File: src/rtl/encoder8_3_buffered_if.sv
// Handshake bundle for the buffered 8:3 encoder.
// The slave modport is the encoder; the master modport is the
// producer/consumer pair that drives vectors in and takes codes out.
interface encoder8_3_buffered_if #(
  parameter int SEL_W = 3
);
  localparam int N = 2 ** SEL_W;

  logic             in_valid;
  logic             in_ready;
  logic [N-1:0]     in_vec;
  logic             out_valid;
  logic             out_ready;
  logic [SEL_W-1:0] out_idx;
  logic             out_hit;
  logic             out_multi;

  modport slave (
    input  in_valid, in_vec, out_ready,
    output in_ready, out_valid, out_idx, out_hit, out_multi
  );

  modport master (
    output in_valid, in_vec, out_ready,
    input  in_ready, out_valid, out_idx, out_hit, out_multi
  );
endinterface

File: src/rtl/encoder8_3_buffered.sv
// Buffered priority encoder: N-bit vector -> SEL_W-bit select code,
// MSB-first (bit N-1 -> 0, bit i -> N-1-i), highest set bit wins.
// Encoded entries sit in a two-entry elastic buffer; every out_* is a flop.
// Optional feature macro: ENC_MULTIHOT_CHECK_EN adds a per-entry
// "more than one bit set" flag; without it out_multi is tied low.
module encoder8_3_buffered #(
  parameter int SEL_W = 3
) (
  input  logic                  clk,
  input  logic                  reset_n,
  encoder8_3_buffered_if.slave  bus
);
  localparam int N = 2 ** SEL_W;

  typedef struct packed {
    logic [SEL_W-1:0] idx;
    logic             hit;
    logic             multi;
  } entry_t;

  typedef enum logic [1:0] {EMPTY, ONE, FULL} state_t;

  state_t state_q, state_d;
  entry_t head_q, head_d;
  entry_t tail_q, tail_d;
  entry_t enc;
  logic   in_ready_c, out_valid_c;
  logic   push, pop;

`ifdef ENC_MULTIHOT_CHECK_EN
  logic [SEL_W:0] ones;
`endif

  // Encode the incoming vector before it is stored; later (higher) bits override.
  always_comb begin
    enc = '0;
    for (int i = 0; i < N; i++) begin
      if (bus.in_vec[i]) begin
        enc.idx = SEL_W'(N - 1 - i);
        enc.hit = 1'b1;
      end
    end
`ifdef ENC_MULTIHOT_CHECK_EN
    ones = '0;
    for (int i = 0; i < N; i++) begin
      ones = ones + (SEL_W+1)'(bus.in_vec[i]);
    end
    enc.multi = (ones > (SEL_W+1)'(1));
`endif
  end

  assign push = bus.in_valid & in_ready_c;
  assign pop  = out_valid_c & bus.out_ready;

  // State register and entry storage; reset drops any buffered entries.
  always_ff @(posedge clk or negedge reset_n) begin
    if (!reset_n) begin
      state_q <= EMPTY;
      head_q  <= '0;
      tail_q  <= '0;
    end else begin
      state_q <= state_d;
      head_q  <= head_d;
      tail_q  <= tail_d;
    end
  end

  // Next state and next storage contents. A head that becomes invalid is
  // zeroed so the registered outputs read 0 while out_valid is low.
  always_comb begin
    state_d = state_q;
    head_d  = head_q;
    tail_d  = tail_q;
    unique case (state_q)
      EMPTY: begin
        if (push) begin
          state_d = ONE;
          head_d  = enc;
        end
      end
      ONE: begin
        if (push && pop) begin
          head_d = enc;
        end else if (push) begin
          state_d = FULL;
          tail_d  = enc;
        end else if (pop) begin
          state_d = EMPTY;
          head_d  = '0;
        end
      end
      FULL: begin
        if (pop) begin
          state_d = ONE;
          head_d  = tail_q;
          tail_d  = '0;
        end
      end
      default: begin
        state_d = EMPTY;
        head_d  = '0;
        tail_d  = '0;
      end
    endcase
  end

  // Handshake outputs decoded from the state register.
  always_comb begin
    in_ready_c  = (state_q != FULL) & reset_n;
    out_valid_c = (state_q != EMPTY);
  end

  assign bus.in_ready  = in_ready_c;
  assign bus.out_valid = out_valid_c;
  assign bus.out_idx   = head_q.idx;
  assign bus.out_hit   = head_q.hit;
`ifdef ENC_MULTIHOT_CHECK_EN
  assign bus.out_multi = head_q.multi;
`else
  assign bus.out_multi = 1'b0;
`endif
endmodule

File: src/flat_wrapper.sv
// flat-port wrapper written by rule: the top's interface ports become plain ports
module encoder8_3_buffered_flat 
#(
  parameter int SEL_W = 3
)
  (clk, reset_n, bus_in_valid, bus_in_vec, bus_out_ready, bus_in_ready, bus_out_valid, bus_out_idx, bus_out_hit, bus_out_multi);
  encoder8_3_buffered_if #(.SEL_W(SEL_W)) bus_i ();
  input  logic clk;
  input  logic reset_n;
  input wire logic [$bits(bus_i.in_valid)-1:0] bus_in_valid;
  input wire logic [$bits(bus_i.in_vec)-1:0] bus_in_vec;
  input wire logic [$bits(bus_i.out_ready)-1:0] bus_out_ready;
  output wire logic [$bits(bus_i.in_ready)-1:0] bus_in_ready;
  output wire logic [$bits(bus_i.out_valid)-1:0] bus_out_valid;
  output wire logic [$bits(bus_i.out_idx)-1:0] bus_out_idx;
  output wire logic [$bits(bus_i.out_hit)-1:0] bus_out_hit;
  output wire logic [$bits(bus_i.out_multi)-1:0] bus_out_multi;
  assign bus_i.in_valid = bus_in_valid;
  assign bus_i.in_vec = bus_in_vec;
  assign bus_i.out_ready = bus_out_ready;
  assign bus_in_ready = bus_i.in_ready;
  assign bus_out_valid = bus_i.out_valid;
  assign bus_out_idx = bus_i.out_idx;
  assign bus_out_hit = bus_i.out_hit;
  assign bus_out_multi = bus_i.out_multi;
  encoder8_3_buffered #(.SEL_W(SEL_W)) u_core (.clk(clk), .reset_n(reset_n), .bus(bus_i));
endmodule
File: config.mk
export PLATFORM = sky130hd
export DESIGN_NAME = encoder8_3_buffered_flat
export DESIGN_NICKNAME = d
export VERILOG_FILES = /design/src/rtl/encoder8_3_buffered_if.sv /design/src/rtl/encoder8_3_buffered.sv /design/src/flat_wrapper.sv
export SDC_FILE = /design/constraint.sdc
export NUM_CORES = 1
export LEC_CHECK = 0
export CORE_MARGIN = 1
export CORE_UTILIZATION = 35
export DETAILED_ROUTE_END_ITERATION = 12
export PLACE_DENSITY_LB_ADDON = 0.1
export SLEW_MARGIN = 20
export SYNTH_ARGS = -nofsm -noshare
export SYNTH_HDL_FRONTEND = slang
export SYNTH_SLANG_ARGS = --single-unit
File: constraint.sdc
create_clock -name clk -period 1.3 [get_ports clk]
set_clock_uncertainty 0.05 [all_clocks]
set_input_delay 0.195 -clock clk [delete_from_list [all_inputs] [get_ports clk]]
set_output_delay 0.195 -clock clk [all_outputs]
set_load 0.01 [all_outputs]
==> results of run 1 <==
[through the flow]
step / instance area [µm²] / instances / util
after floorplan: 600.6 / 70 / -
after global placement: 950.9 / 124 / 0.6100
after detailed placement: 950.9 / 124 / 0.6100
after CTS: 1031 / 130 / 0.6613
after global routing: 1101 / 136 / 0.7063
final: 1101 / 136 / 0.7063
[critical path: stages (launching register included)]
cell     delay [ps]
dfrtp_1         400
buf_4           140
nor2b_2         140
nor2b_1          60
buf_2           140
[power by group]
| part | internal, mW | switching, mW | leakage (nW) |
|---|---|---|---|
| combinational | 0.242 | 0.190 | 0.413 |
| clock | 0.170 | 0.118 | 0.0210 |
| sequential | 0.364 | 0.0308 | 0.133 |
| total | 0.777 | 0.339 | 0.568 |
[cells in the mapped netlist]
master     instances  area (µm²)
nand2_1           14       52.55
dfrtp_1           10       250.2
nor2_1             5       18.77
inv_1              4       15.01
o21ai_0            4       20.02
o31ai_1            4       30.03
a21oi_1            3       15.01
a32oi_1            3       26.28
nand2b_1           3       18.77
nor2b_1            2       12.51
xor2_1             2       17.52
a22o_1             1       8.760
a22oi_1            1       7.510
a2bb2oi_1          1       8.760
and2b_1            1       7.510
and3b_1            1       8.760
buf_2              1       5.000
buf_4              1       7.510
conb_1             1       3.750
mux2_1             1       11.26
nand3_1            1       5.000
nor3_1             1       5.000
nor4_1             1       6.260
nor4_2             1       12.51
o21ai_1            1       5.000
o22ai_2            1       12.51
o31a_1             1       8.760
[metal layers]
metal	vias to the layer above	GRT usage
met5	-	0
met1	336	0.2454
met3	5	0.05000
met4	0	0.09375
met2	25	0.3424
li1	345	-
[cell type report]
| cell class | instances | share of cell area |
|---|---|---|
| Sequential cell | 10 | 0.2273 |
| Timing Repair Buffer | 48 | 0.3670 |
| Inverter | 4 | 0.01364 |
| Multi-Input combinational cell | 54 | 0.3409 |
| Clock buffer | 4 | 0.03295 |
| Tap cell | 16 | 0.01818 |
[sequential cells by signal, summed over array words and instances (netlist names)]
| name | cells |
|---|---|
| u_core.bus.out_hit | 1 |
| u_core.state_q | 2 |
| u_core.bus.out_idx | 3 |
| u_core.tail_q | 4 |
[repair_timing]
action	CTS	global route
setup endpoints to repair	14	9
gates resized for setup	16	11
pin swaps	0	6
buffers inserted	0	6
hold buffers	2	0
hold endpoints to repair	5	0
[cell families after synthesis]
kind of cell / after synthesis
xor gates and xnor gates: 2
and+or+nand+nor: 30
DFF: 10
AOI/OAI and AO/OA: 20
other: 1
buffers and inverters: 6
muxes: 1
[final timing paths]
kind | from | end | slack, ps
setup / recovery | u_core.state_q[0] | bus_in_ready | -90
hold / removal | bus_in_vec[7] | u_core.tail_q[2] | 260
setup reg to reg | u_core.state_q[1] | u_core.bus.out_idx[0] | -80
hold reg to reg | u_core.bus.out_idx[2] | u_core.bus.out_idx[2] | 430
max in group asynchronous | reset_n | u_core.state_q[1] | 530
min in group asynchronous | reset_n | u_core.bus.out_hit | 550
==> results_dict.tcl, run 1 <==
set metrics [dict create \
    nets 133 \
    multi_input_area_um2 375.4 \
    max-vdd-ir-drop_mv 0.6121 \
    yosysSeqAreaShare 0.4167 \
    yosysWarnings 0 \
    wl_met3_um 106 \
    initial_core_util 0.3852 \
    ant_nets 0 \
    holdPathStages 3 \
    final_cell_mix "28 x buf_4, 13 x nand2_1, 10 x dfrtp_1" \
    violations "DRC, setup timing" \
    syn_inst 70 \
    status "finished with violations" \
    path_class "reg2out" \
    grt_max_degree 7 \
    synth_nets 82 \
    drt-total-wl_um 1747 \
    cts_tree "yes" \
    setup.worst_path.end_class "output port" \
    antenna_found_initial 0 \
    synth_area_um2 600.6 \
    route.detailed.drc 2 \
    synth-xor-area-share 0.02917 \
    die_area_um2 1886 \
    top_layer "met4" \
    grt_pass1_vias 675 \
    min-delay-path-class "in2reg" \
    io_pins 19 \
    p_total_mw 1.116 \
    p_leak_nw 0.5675 \
    clock_latency_ps 270 \
    worstPathMaxFanout 3 \
    rows 14 \
    grt_overflow 0 \
    antennaDiodeCount 0 \
    regArea_um2 250.2 \
    synth_adder_area_share 0 \
    numCtsBuffers 3 \
    synth-simple-area-share 0.2458 \
    setup_tns_ps -344.2 \
    cts.sinks 10 \
    grt_usage 0.2038 \
    maxSlewViolCount 0 \
    core_area_um2 1559 \
    viasPerCell 5.228 \
    fin_ws_ps -91.71 \
    wl_met2_um 819 \
    final_common_cell "buf_4" \
    path_clk_slew_ps 70 \
    min_period_over_period 1.071 \
    setup_viol 5 \
    wl_met1_um 792 \
    fillers 108 \
    rsz0062_at_grt "yes" \
    required_ps 1050 \
    drt-pass1-iter-count 8 \
    p_per_area_nw_per_um2 1013 \
    maxCapViolCount 0 \
    drtIter0Drc 14 \
    die_h_um 43.43 \
    dp_hpwl_um 1223 \
    syn2layout_area_growth_pct 83.33 \
    drive_above_1_share 0.3833 \
    die_x_um 43.43 \
    cts_buffer_depth 2 \
    r2r_cells 5 \
    synthMuxAreaShare 0.01875 \
    cts_root_buf "clkbuf_4" \
    synth-seq-cells 10 \
    vias 711 \
    synth_top_family_by_area "simple AND/OR/NAND/NOR gates" \
    timing.final.crit_period_ps 1392 \
    synth_cell_type_count 27 \
    hold_ws_ps 259.1 \
    worstPathArrival_ps 1150 \
    io_buffers 17 \
    grt_first_pass_wirelength_um 2808 \
    syn_avg_cell_area_um2 8.580 \
    gp_routability_congestion 0.8157 \
    max_freq_mhz 718.5 \
    ctsHtreeMaxLevel 1 \
    start_kind "flip-flop" \
    routedWlPerCell_um 12.85 \
    synth_compound_area_frac 0.2375 \
    finalHoldViolCount 0 \
    dp_slack_ps -411.8 \
]
Power figures use the tool's default switching activity.
==> inputs of run 2 (changes only) <==
--- a/config.mk
+++ b/config.mk
@@ -5,7 +5,8 @@
 export SDC_FILE = /design/constraint.sdc
 export NUM_CORES = 1
 export LEC_CHECK = 0
-export CORE_MARGIN = 1
+export CAP_MARGIN = 40
+export CORE_MARGIN = 2
 export CORE_UTILIZATION = 35
 export DETAILED_ROUTE_END_ITERATION = 12
 export PLACE_DENSITY_LB_ADDON = 0.1
==> results_dict.tcl, run 2 (synthesis gave the netlist of run 1 again) <==
set metrics [dict create \
    rows 14 \
    cts.sinks 10 \
    final_cell_mix "26 x buf_4, 14 x nand2_1, 9 x dfrtp_1" \
    drtIter0Drc 17 \
    status "finished with violations" \
    max_freq_mhz 704.4 \
    die_area_um2 2063 \
    maxCapViolCount 0 \
    max-vdd-ir-drop_mv 0.5870 \
    nets 133 \
    grt_max_degree 7 \
    antennaDiodeCount 0 \
    worstPathArrival_ps 1520 \
    routedWlPerCell_um 14.04 \
    violations "setup timing" \
    ant_nets 0 \
    p_total_mw 1.083 \
    p_leak_nw 0.5837 \
    final_common_cell "buf_4" \
    placed_area_um2 965.9 \
    switching_share 0.3309 \
    route.detailed.drc 0 \
    p_per_area_nw_per_um2 952.3 \
    power.share.clock 0.203 \
    required_ps 1400 \
    min_period_over_period 1.092 \
    numCtsBuffers 3 \
    grt_usage 0.1997 \
    cts_buffer_depth 2 \
    drt-pass1-iter-count 4 \
    largest_register_ffs 4 \
    antenna_found_initial 0 \
    path_class "reg2reg" \
    dp_hpwl_um 1297 \
    power.internal_mw 0.7247 \
    path_clk_slew_ps 70 \
    gp_routability_congestion 0.8027 \
    grt_pass1_vias 644 \
    viasPerCell 5.193 \
    power_frac_seq 0.372 \
    largest-register "u_core.tail_q" \
    core_area_um2 1559 \
    setup.worst_path.end_class "flip-flop" \
    timing.final.crit_period_ps 1420 \
    finalHoldViolCount 0 \
    setup_tns_ps -643.7 \
    hold_ws_ps 269.4 \
    fin_ws_ps -119.7 \
    start_kind "flip-flop" \
    cts_tree "yes" \
    syn2layout_area_growth_pct 89.37 \
    rsz0062_at_grt "yes" \
    io_buffers 17 \
    power_frac_comb 0.425 \
    grt_first_pass_wirelength_um 2766 \
    vias 701 \
    setup_viol 8 \
    p_sw_mw 0.3584 \
    worstPathMaxFanout 4 \
    grt_overflow 0 \
    drt-total-wl_um 1896 \
    min-delay-path-class "in2reg" \
    final_cell_area_um2 1137 \
    maxSlewViolCount 0 \
    die_h_um 45.43 \
    die_x_um 45.43 \
    drive_above_1_share 0.4202 \
    ctsHtreeMaxLevel 1 \
    cts_root_buf "clkbuf_4" \
    io_pins 19 \
    clock_latency_ps 270 \
    initial_core_util 0.3852 \
    dp_slack_ps -377.2 \
]
==> run 2: cell types whose count changed in the layout (fill, tap and decap cells not counted), moves of 2 or more <==
cell and delta:
dlymetal6s2s_1 +2, clkdlybuf4s50_1 -2, buf_4 -2, o21ai_1 +3, buf_6 +2, xor2_2 +2, xor2_1 -2, o21ai_0 -3
==> run 2: critical path, stage by stage (launching register included) <==
cell and delay [ps]:
dfrtp_2 450, buf_6 150, xor2_2 180, a22o_1 220
buf_4 150, nand2_1 50, o21ai_1 50
==> run 2: worst paths after layout <==
path | from | cells after the start | slack [ps] | to
min in group asynchronous | reset_n | 3 | 500 | u_core.bus.out_hit
setup reg to reg | u_core.state_q[0] | 6 | -120 | u_core.bus.out_idx[2]
hold reg to reg | u_core.bus.out_idx[2] | 2 | 430 | u_core.bus.out_idx[2]
setup / recovery | u_core.state_q[0] | 6 | -120 | u_core.bus.out_idx[2]
max in group asynchronous | reset_n | 3 | 560 | u_core.tail_q[3]
hold / removal | bus_in_vec[7] | 3 | 270 | u_core.tail_q[2]
==> run 2: layout make-up <==
| cell class | instances | area, µm² |
|---|---|---|
| Inverter | 4 | 15.01 |
| Tap cell | 16 | 20.02 |
| Sequential cell | 10 | 251.5 |
| Multi-Input combinational cell | 54 | 416.7 |
| Timing Repair Buffer | 48 | 411.6 |
| Fill cell | 117 | 421.7 |
| Clock buffer | 3 | 22.52 |
==> run 2: through the flow <==
step / cells / utilization
finish: 135 / 0.7295
global route: 135 / 0.7295
CTS: 133 / 0.6774
detailed placement: 126 / 0.6196
global placement: 126 / 0.6196
floorplan: 70 / -
==> run 2: power groups by stage <==
stage | Clock [mW] | Combinational [mW] | Sequential (mW)
6_report | 0.220 | 0.460 | 0.403
5_1_grt | 0.241 | 0.498 | 0.408
4_1_cts | 0.228 | 0.396 | 0.395
3_5_place_dp | 0 | 0.375 | 0.401
3_3_place_gp | 0 | 0.372 | 0.400
2_1_floorplan | 0 | 0.138 | 0.409
==> run 2: timing repair <==
action | 4_1_cts | 5_1_grt
endpoints found under the hold margin | 6 | 0
buffers inserted | 2 | 2
gates resized for setup | 26 | 17
hold buffers | 2 | 0
setup endpoints to repair | 14 | 11
cloned | 0 | 0
pin swaps | 4 | 11
==> run 2: metal layers <==
layer / vias to the layer above / global-route usage / share of wire
li1: 349 / - / -
met1: 326 / 0.2543 / 0.48
met2: 20 / 0.2930 / 0.46
met3: 6 / 0.03571 / 0.031
met4: 0 / 0.1588 / 0.031
met5: - / 0 / 0
==> inputs of run 3 (changes only) <==
--- a/config.mk
+++ b/config.mk
@@ -10,7 +10,6 @@
 export CORE_UTILIZATION = 35
 export DETAILED_ROUTE_END_ITERATION = 12
 export PLACE_DENSITY_LB_ADDON = 0.1
-export SLEW_MARGIN = 20
 export SYNTH_ARGS = -nofsm -noshare
 export SYNTH_HDL_FRONTEND = slang
 export SYNTH_SLANG_ARGS = --single-unit
==> results of run 3 <==
No change in the layout: final DEF, timing and power equal those of run 2.
